[config.mk]
export PLATFORM = sky130hd
export DESIGN_NAME = uart_cmd_ctrl
export DESIGN_NICKNAME = d
export VERILOG_FILES = /design/src/rtl/uart_cmd_ctrl.sv
export SDC_FILE = /design/constraint.sdc
export NUM_CORES = 1
export LEC_CHECK = 0
export ABC_AREA = 1
export BUFFER_PORTS_ARGS = -buffer_cell sky130_fd_sc_hd__buf_2
export CAP_MARGIN = 5
export CORE_MARGIN = 5
export CORE_UTILIZATION = 55
export CTS_CLUSTER_SIZE = 28
export DETAILED_ROUTE_END_ITERATION = 8
export HOLD_SLACK_MARGIN = 0.02
export PLACE_DENSITY = 0.88
export SKIP_CTS_REPAIR_TIMING = 1
export SLEW_MARGIN = 25
export SYNTH_ARGS = -nofsm -noshare
export SYNTH_HDL_FRONTEND = slang
export SYNTH_SLANG_ARGS = --single-unit
export TNS_END_PERCENT = 1
[constraint.sdc]
create_clock -name clk -period 1.71 [get_ports clk]
set_input_delay 0.513 -clock clk [delete_from_list [all_inputs] [get_ports clk]]
set_output_delay 0.513 -clock clk [all_outputs]
set_load 0.02 [all_outputs]
[src/rtl/uart_cmd_ctrl.sv]
// uart_cmd_ctrl: assembles opcode/data-high/data-low byte frames from the UART
// receiver into one command word, handed to the decoder via cmd_rdy/clr_cmd_rdy.
// Partial frames are dropped (to_err pulse) when the inter-byte gap is too long.
// Optional build macro UART_CMD_CKSUM_EN: adds a fourth checksum byte; a frame
// is published only if the modulo-256 sum of all four bytes is zero.
module uart_cmd_ctrl #(
    parameter int TIMEOUT_CYC = 78120,
    parameter int FRAME_BYTES = 3
) (
    input  logic        clk,
    input  logic        rst_n,
    input  logic        rdy,
    input  logic [7:0]  rx_data,
    output logic        clr_rdy,
    input  logic        clr_cmd_rdy,
    output logic        cmd_rdy,
    output logic [7:0]  cmd,
    output logic [15:0] data,
    output logic        to_err
);

    localparam int CNT_W = 17;
    localparam logic [CNT_W-1:0] TERM = CNT_W'(TIMEOUT_CYC - 1);

    // Frame length is fixed by the decoder; refuse to elaborate anything else.
    generate
        if (FRAME_BYTES != 3) begin : g_frame_bytes_check
            $error("uart_cmd_ctrl supports FRAME_BYTES == 3 only");
        end
    endgenerate

`ifdef UART_CMD_CKSUM_EN
    typedef enum logic [2:0] {IDLE, HIGH, LOW, CKSUM, READY} state_t;
`else
    typedef enum logic [2:0] {IDLE, HIGH, LOW, READY} state_t;
`endif

    state_t             state_reg, state_next;
    logic [CNT_W-1:0]   cnt_reg, cnt_next;
    logic [7:0]         cmd_reg, cmd_next;
    logic [15:0]        data_reg, data_next;
    logic               cmd_rdy_reg, cmd_rdy_next;
    logic               to_err_reg, to_err_next;
    logic               accept;
    logic               waiting;

`ifdef UART_CMD_CKSUM_EN
    // Bytes of the frame in flight; cmd/data are only updated once the
    // checksum has been verified.
    logic [7:0]         b1_reg, b1_next;
    logic [7:0]         b2_reg, b2_next;
    logic [7:0]         b3_reg, b3_next;
    logic [7:0]         sum;

    assign sum = b1_reg + b2_reg + b3_reg + rx_data;
    assign waiting = (state_reg == HIGH) || (state_reg == LOW) || (state_reg == CKSUM);
`else
    assign waiting = (state_reg == HIGH) || (state_reg == LOW);
`endif

    // A byte is taken whenever one is offered and no frame is being held.
    assign accept  = rdy && (state_reg != READY);
    assign clr_rdy = accept;

    assign cmd_rdy = cmd_rdy_reg;
    assign cmd     = cmd_reg;
    assign data    = data_reg;
    assign to_err  = to_err_reg;

    // State, counter and output registers.
    always_ff @(posedge clk or negedge rst_n) begin
        if (!rst_n) begin
            state_reg   <= IDLE;
            cnt_reg     <= '0;
            cmd_reg     <= 8'h00;
            data_reg    <= 16'h0000;
            cmd_rdy_reg <= 1'b0;
            to_err_reg  <= 1'b0;
`ifdef UART_CMD_CKSUM_EN
            b1_reg      <= 8'h00;
            b2_reg      <= 8'h00;
            b3_reg      <= 8'h00;
`endif
        end else begin
            state_reg   <= state_next;
            cnt_reg     <= cnt_next;
            cmd_reg     <= cmd_next;
            data_reg    <= data_next;
            cmd_rdy_reg <= cmd_rdy_next;
            to_err_reg  <= to_err_next;
`ifdef UART_CMD_CKSUM_EN
            b1_reg      <= b1_next;
            b2_reg      <= b2_next;
            b3_reg      <= b3_next;
`endif
        end
    end

    // Next-state logic: byte sequencing, inter-byte timeout and decoder handshake.
    always_comb begin
        state_next   = state_reg;
        cnt_next     = cnt_reg;
        cmd_next     = cmd_reg;
        data_next    = data_reg;
        cmd_rdy_next = cmd_rdy_reg;
        to_err_next  = 1'b0;
`ifdef UART_CMD_CKSUM_EN
        b1_next      = b1_reg;
        b2_next      = b2_reg;
        b3_next      = b3_reg;
`endif

        // Mid-frame idle cycle: count, or abandon the frame at terminal count.
        // An accept in the same cycle is handled below and takes precedence.
        if (waiting && !accept) begin
            if (cnt_reg == TERM) begin
                state_next  = IDLE;
                to_err_next = 1'b1;
                cnt_next    = '0;
            end else begin
                cnt_next = cnt_reg + 17'd1;
            end
        end

        case (state_reg)
            IDLE: begin
                cnt_next = '0;
                if (accept) begin
`ifdef UART_CMD_CKSUM_EN
                    b1_next  = rx_data;
`else
                    cmd_next = rx_data;
`endif
                    state_next = HIGH;
                end
            end
            HIGH: begin
                if (accept) begin
`ifdef UART_CMD_CKSUM_EN
                    b2_next = rx_data;
`else
                    data_next[15:8] = rx_data;
`endif
                    state_next = LOW;
                    cnt_next   = '0;
                end
            end
            LOW: begin
                if (accept) begin
`ifdef UART_CMD_CKSUM_EN
                    b3_next    = rx_data;
                    state_next = CKSUM;
`else
                    data_next[7:0] = rx_data;
                    cmd_rdy_next   = 1'b1;
                    state_next     = READY;
`endif
                    cnt_next = '0;
                end
            end
`ifdef UART_CMD_CKSUM_EN
            CKSUM: begin
                if (accept) begin
                    cnt_next = '0;
                    if (sum == 8'h00) begin
                        cmd_next     = b1_reg;
                        data_next    = {b2_reg, b3_reg};
                        cmd_rdy_next = 1'b1;
                        state_next   = READY;
                    end else begin
                        to_err_next = 1'b1;
                        state_next  = IDLE;
                    end
                end
            end
`endif
            READY: begin
                cnt_next = '0;
                if (clr_cmd_rdy) begin
                    cmd_rdy_next = 1'b0;
                    state_next   = IDLE;
                end
            end
            default: begin
                state_next = IDLE;
                cnt_next   = '0;
            end
        endcase
    end

endmodule

=== Yosys cells after proc, flatten, opt, wreduce, memory -nomap -nowiden ===
Index checks and enable logic that the tools add are counted.
W data, S select, Z words.

* Register bits after elaboration: 46
* Output and inout port bits: 27
* Logic and storage cells: 43

* Add/sub/neg operators: 1
* Equal/unequal tests: 8
* Muxes and demuxes: 16
* Reductions and logical operators: 11

{| class="wikitable"
|+ Operator list
! kind !! count
|-
| $mux W17 || 4
|-
| $mux W3 || 6
|-
| $add A17 B1 Y17 const B || 1
|-
| $eq A17 B17 Y1 const B || 1
|-
| $pmux W3 S4 || 1
|-
| $eq A3 B2 Y1 const B || 2
|-
| $reduce_and A2 Y1 || 3
|-
| $mux W1 || 4
|-
| $ne A2 B2 Y1 const B || 2
|-
| $eq A3 B1 Y1 const B || 1
|-
| $logic_not A3 Y1 || 1
|-
| $ne A3 B1 Y1 const B || 1
|-
| $ne A3 B2 Y1 const B || 1
|-
| $reduce_and A3 Y1 || 1
|-
| $logic_and A1 B1 Y1 || 2
|-
| $pmux W1 S2 || 1
|-
| $reduce_bool A2 Y1 || 1
|-
| $reduce_or A2 Y1 || 1
|-
| $logic_not A1 Y1 || 1
|-
| $logic_or A1 B1 Y1 || 1
|}

=== Logic depth before layout (Yosys ltp) ===
* Depth after elaboration: 7
* Gate-level depth with buffers: 9
* Mapped depth without buffers: 9

=== Least setup slack after synthesis ===
Ideal clock, no wire load.

* Path kind: register to register
* From: register cnt_reg[0]
* To: register cnt_reg[12]
* Arrival time: 1.260 ns
* Setup slack: 0.337 ns
* Stages on the path, launching flop included: 9
* Path buffers: 0
* Clock period less this slack: 1.373 ns
* Cell sequence: dfrtp_1 -> ha_1 -> nand3_2 -> nor2_1 -> nand2_1 -> nor2_1 -> nand2_1 -> nand2_1 -> nor2_1

* Cells in the longest elaborated chain, start to end: 5

{| class="wikitable"
|+ Ends and longest elaborated chain
! item !! RTL line !! text
|-
| start, declared || 39 || <nowiki>logic [CNT_W-1:0] cnt_reg, cnt_next;</nowiki>
|-
| start signal, assigned || 86 || <nowiki>cnt_reg <= cnt_next;</nowiki>
|-
| $add A17 B1 Y17 or $eq A17 B17 Y1 (tied branches) || 121, 116 ||
|-
| $mux W17 * || 116 || <nowiki>if (cnt_reg == TERM) begin</nowiki>
|-
| $mux W17 * || 115 || <nowiki>if (waiting && !accept) begin</nowiki>
|-
| $mux W17 * || 138, 149 ||
|-
| $mux W17 * || -- ||
|-
| net cnt_next[12] || 39 ||
|}

Mark *: on every way through the listed nets, which the timed path passes. The rest lies on a longest branch. The select of a mux whose other input is x is not followed.
A chain may end at the register's enable or synchronous reset.

=== Worst setup path in the final report ===
* From: register state_reg[1]
* To: output port clr_rdy

* Cells in the longest elaborated chain, start to end: 2

{| class="wikitable"
|+ Ends and longest elaborated chain
! item !! RTL line !! text
|-
| start, declared || 38 || <nowiki>state_t state_reg, state_next;</nowiki>
|-
| start signal, assigned || 85 || <nowiki>state_reg <= state_next;</nowiki>
|-
| $ne A3 B2 Y1 || 62 || <nowiki>assign accept = rdy && (state_reg != READY);</nowiki>
|-
| $logic_and A1 B1 Y1 || 62 ||
|-
| end, declared || 14 || <nowiki>output logic clr_rdy,</nowiki>
|}

No other way between the ends.

==> flow_summary.html <==
<table>
<tr><th>Metric</th><th>Value</th></tr>
<tr><th colspan="2">STA</th></tr>
<tr><td>Final setup violation count</td><td>1</td></tr>
<tr><td>Clock period minus worst slack</td><td>approximately 1800 ps</td></tr>
<tr><td>Hold Slack</td><td>172 ps</td></tr>
<tr><td>Number of max-slew violations in the final report</td><td>0</td></tr>
<tr><td>Min setup slack post-route</td><td>-56.7 ps</td></tr>
<tr><td>Final worst clock skew</td><td>1.96 ps</td></tr>
<tr><td>Unrepaired setup endpoints after global routing</td><td>yes</td></tr>
<tr><td>Final worst-path cycle share</td><td>1.03</td></tr>
<tr><td>Peak Freq</td><td>approximately 0.57 GHz</td></tr>
<tr><td>Hold Fails Final Rpt</td><td>0</td></tr>
<tr><th colspan="2">Critical path</th></tr>
<tr><td>Number of buffer and inverter instances along the worst setup path</td><td>3</td></tr>
<tr><td>Slowest stage delay, CP</td><td>about 400 ps</td></tr>
<tr><td>Slowest stage cell, crit path</td><td>dfrtp_1</td></tr>
<tr><td>Required time of the worst setup path</td><td>1200 ps</td></tr>
<tr><td>Critical path startpoint category</td><td>flip-flop</td></tr>
<tr><td>Most common cell type on the critical path</td><td>inv_2</td></tr>
<tr><td>Category of the worst setup path capture point</td><td>primary output</td></tr>
<tr><td>Worst path arrival time</td><td>~1300 ps</td></tr>
<tr><td>Top cell family by delay on the critical path</td><td>flip-flops</td></tr>
<tr><td>Largest fanout of any net on the critical path</td><td>4</td></tr>
<tr><td>List of cells traversed by the critical path</td><td>inv_2 -&gt; nor2_4 -&gt; nand2_2 -&gt; nand2_4 -&gt; inv_2 -&gt; buf_6</td></tr>
<tr><td>Setup CP Type</td><td>flip-flop to primary output</td></tr>
<tr><th colspan="2">Final layout</th></tr>
<tr><td>Layout cells sized above 1</td><td>0.230</td></tr>
<tr><td>Number of flip-flops in the largest register</td><td>17</td></tr>
<tr><td>NumNets Final</td><td>~330</td></tr>
<tr><td>Leading cell type in the layout, fill and taps excluded</td><td>nand2_1</td></tr>
<tr><td>Highest-count cells in the layout ignoring fill and taps</td><td>nand2_1, dfrtp_1, inv_1</td></tr>
<tr><td>Area added between synthesis and finish</td><td>20.3%</td></tr>
<tr><td>Number of antenna cells inserted</td><td>0</td></tr>
<tr><td>Cell Count, Final, Fillers Out</td><td>370</td></tr>
<tr><th colspan="2">Drt</th></tr>
<tr><td>Antenna violation net count after detailed routing</td><td>0</td></tr>
<tr><td>Count of TritonRoute iterations in the first routing pass</td><td>4</td></tr>
<tr><td>Wirelength per Cell</td><td>between 10 and 15 µm</td></tr>
<tr><td>Vias after detailed routing</td><td>1847</td></tr>
<tr><td>Wire length after detailed routing</td><td>4540 µm</td></tr>
<tr><td>Number of vias per cell</td><td>4.99</td></tr>
<tr><td>DRC viols</td><td>0</td></tr>
<tr><td>Starting DRT DRC Count</td><td>86</td></tr>
<tr><th colspan="2">Clock network</th></tr>
<tr><td>Number of buffers inserted during clock tree synthesis</td><td>5</td></tr>
<tr><td>Clock root buffer</td><td>clkbuf_8</td></tr>
<tr><td>Register clock-pin slew on the reported worst setup and hold paths</td><td>80 ps</td></tr>
<tr><td>CTS max path bufs</td><td>2</td></tr>
<tr><td>CTS tree</td><td>built</td></tr>
<tr><td>Sinks on Clock Net</td><td>46</td></tr>
<tr><td>Clock latency of the later-clocked register in the worst-skew pair</td><td>300 ps</td></tr>
<tr><td>Number of H-tree levels</td><td>2</td></tr>
<tr><th colspan="2">Floorplan</th></tr>
<tr><td>Core ar.</td><td>between 3000 and 4000 µm²</td></tr>
<tr><td>Floorplan die area</td><td>5280 µm²</td></tr>
<tr><td>Starting utilization of the core area</td><td>0.577</td></tr>
<tr><td>Die width</td><td>72.7 µm</td></tr>
<tr><td>Top-level port count</td><td>39</td></tr>
<tr><td>Height of the die</td><td>72.7 µm</td></tr>
<tr><td>Core Rows</td><td>22</td></tr>
<tr><th colspan="2">Power</th></tr>
<tr><td>Combinational fraction of design power</td><td>0.223</td></tr>
<tr><td>Leakage</td><td>1.32 nW</td></tr>
<tr><td>Switching Power</td><td>0.000873 W</td></tr>
<tr><td>Sw Share</td><td>0.315</td></tr>
<tr><td>Pwr Density</td><td>between 1000 and 1500 nW/µm²</td></tr>
<tr><td>Internal cell power</td><td>0.00189 W</td></tr>
<tr><td>Clock group share of total power</td><td>0.292</td></tr>
<tr><td>Share of power burned in registers</td><td>0.484</td></tr>
<tr><td>Peak supply drop</td><td>789 µV</td></tr>
<tr><th colspan="2">Status</th></tr>
<tr><td>Outcome</td><td>complete, but fails checks</td></tr>
<tr><td>Failing checks</td><td>negative setup slack</td></tr>
<tr><th colspan="2">Placement</th></tr>
<tr><td>Placed cells</td><td>357</td></tr>
<tr><td>DP HPWL</td><td>3300 µm</td></tr>
<tr><td>Buffers added on ports</td><td>38</td></tr>
<tr><td>Weighted congestion at the end of routability-driven global placement</td><td>roughly 0.88</td></tr>
<tr><th colspan="2">Global routing</th></tr>
<tr><td>Largest net degree at the start of global routing</td><td>47</td></tr>
<tr><td>Global route overflow</td><td>0</td></tr>
<tr><td>Number of antenna violations at the first check in global routing</td><td>0</td></tr>
<tr><td>Via count of the first global-routing pass</td><td>1885</td></tr>
<tr><td>Global-route wire length before repair</td><td>7940 µm</td></tr>
<tr><td>Total global routing track utilization</td><td>0.190</td></tr>
<tr><th colspan="2">Synthesis</th></tr>
<tr><td>Area share of the largest cell type after synthesis</td><td>0.533</td></tr>
<tr><td>Top cells by area, synth</td><td>dfrtp_1, nand2_1, inv_1</td></tr>
<tr><td>Combined area of all synthesized cells</td><td>~2200 µm²</td></tr>
<tr><td>Cells after Synth</td><td>270</td></tr>
<tr><td>Average cell area after synthesis</td><td>about 8.0 µm²</td></tr>
<tr><td>Synth warnings</td><td>0</td></tr>
<tr><td>Seq cells post-synth</td><td>46</td></tr>
<tr><td>Sequential cell area fraction in the yosys report</td><td>0.533</td></tr>
<tr><td>Count of cell types in the netlist</td><td>23</td></tr>
<tr><td>Yosys top cell by area</td><td>dfrtp_1</td></tr>
<tr><td>Synthesized net count</td><td>283</td></tr>
<tr><th colspan="2">Job</th></tr>
<tr><td>Max_cap viols</td><td>0</td></tr>
<tr><th colspan="2">Min path</th></tr>
<tr><td>Kind of path behind the tightest hold check</td><td>input port to async pin</td></tr>
</table>
## power groups by stage
stage,Sequential (W),Clock (W),Combinational [W]
floorplan,0.00155,0,0.000161
global placement,0.00135,0,0.000596
detailed placement,0.00135,0,0.000617
global route,0.00137,0.000872,0.000684
CTS,0.00134,0.000827,0.000615
finish,0.00134,0.000809,0.000619
## Yosys cell counts (all sizes together)
library cell	instances
nand4	3
xnor2	1
ha	1
nor2	41
xor2	4
nand3	17
nand2	75
dfrtp	46
and2	1
nor3	1
a21oi	4
clkbuf	1
o21ai	29
buf	2
conb	1
inv	43
## logic make-up (layout without fill, tap and decap cells)
| logic type | Yosys count | count (layout) | synth area share |
|---|---|---|---|
| adders and majority gates | 1 | 1 | 0.00579 |
| xor gates and xnor gates | 5 | 5 | 0.0203 |
| other | 1 | 1 | 0.00174 |
| AOI/OAI and AO/OA | 33 | 33 | 0.0765 |
| and+or+nand+nor | 138 | 138 | 0.280 |
| DFF | 46 | 46 | 0.533 |
| buffers and inverters | 46 | 98 | 0.0823 |
## per-layer routing
metal,GRT usage,wire length [µm],share of wire,vias to the layer above
li1,-,-,-,929
met1,0.224,1890,0.42,858
met2,0.326,2280,0.50,54
met3,0.0620,315,0.069,6
met4,0.0594,52,0.011,0
met5,0,0,0,-
## final timing paths
kind,from,endpoint,slack [ps],cells past startpoint
min in group clk,rx_data[0],data[8]$_DFFE_PN0P_,490,3
worst max register to register,cnt_reg[0]$_DFF_PN0_,cnt_reg[0]$_DFF_PN0_,150,8
worst min register to register,cmd[7]$_DFFE_PN0P_,cmd[7]$_DFFE_PN0P_,490,2
max in group asynchronous,rst_n,cnt_reg[14]$_DFF_PN0_,1330,2
worst max-delay path,state_reg[1]$_DFF_PN0_,clr_rdy,-60,6
worst min-delay path,rst_n,cnt_reg[5]$_DFF_PN0_,170,2
## through the flow
stage                     instance area [µm²]  TNS [ps]   util  power, W  setup WS (ps)
after floorplan                          2160         0      -   0.00171            337
after global placement                   2440         0  0.651   0.00195            188
after detailed placement                 2440         0  0.651   0.00197            155
after CTS                                2550     -89.4  0.681   0.00278          -89.4
after global routing                     2600      -112  0.694   0.00292           -112
final                                    2600     -56.7  0.694   0.00277          -56.7
## layout make-up
class | count | area (µm²)
Sequential cell | 46 | 1150
Fill cell | 312 | 1150
Multi-Input combinational cell | 178 | 833
Timing Repair Buffer | 47 | 277
Inverter | 43 | 164
Clock buffer | 5 | 68.8
Tap cell | 48 | 60.1
Clock inverter | 3 | 43.8
Note: power is estimated with default switching activity, not from simulation.
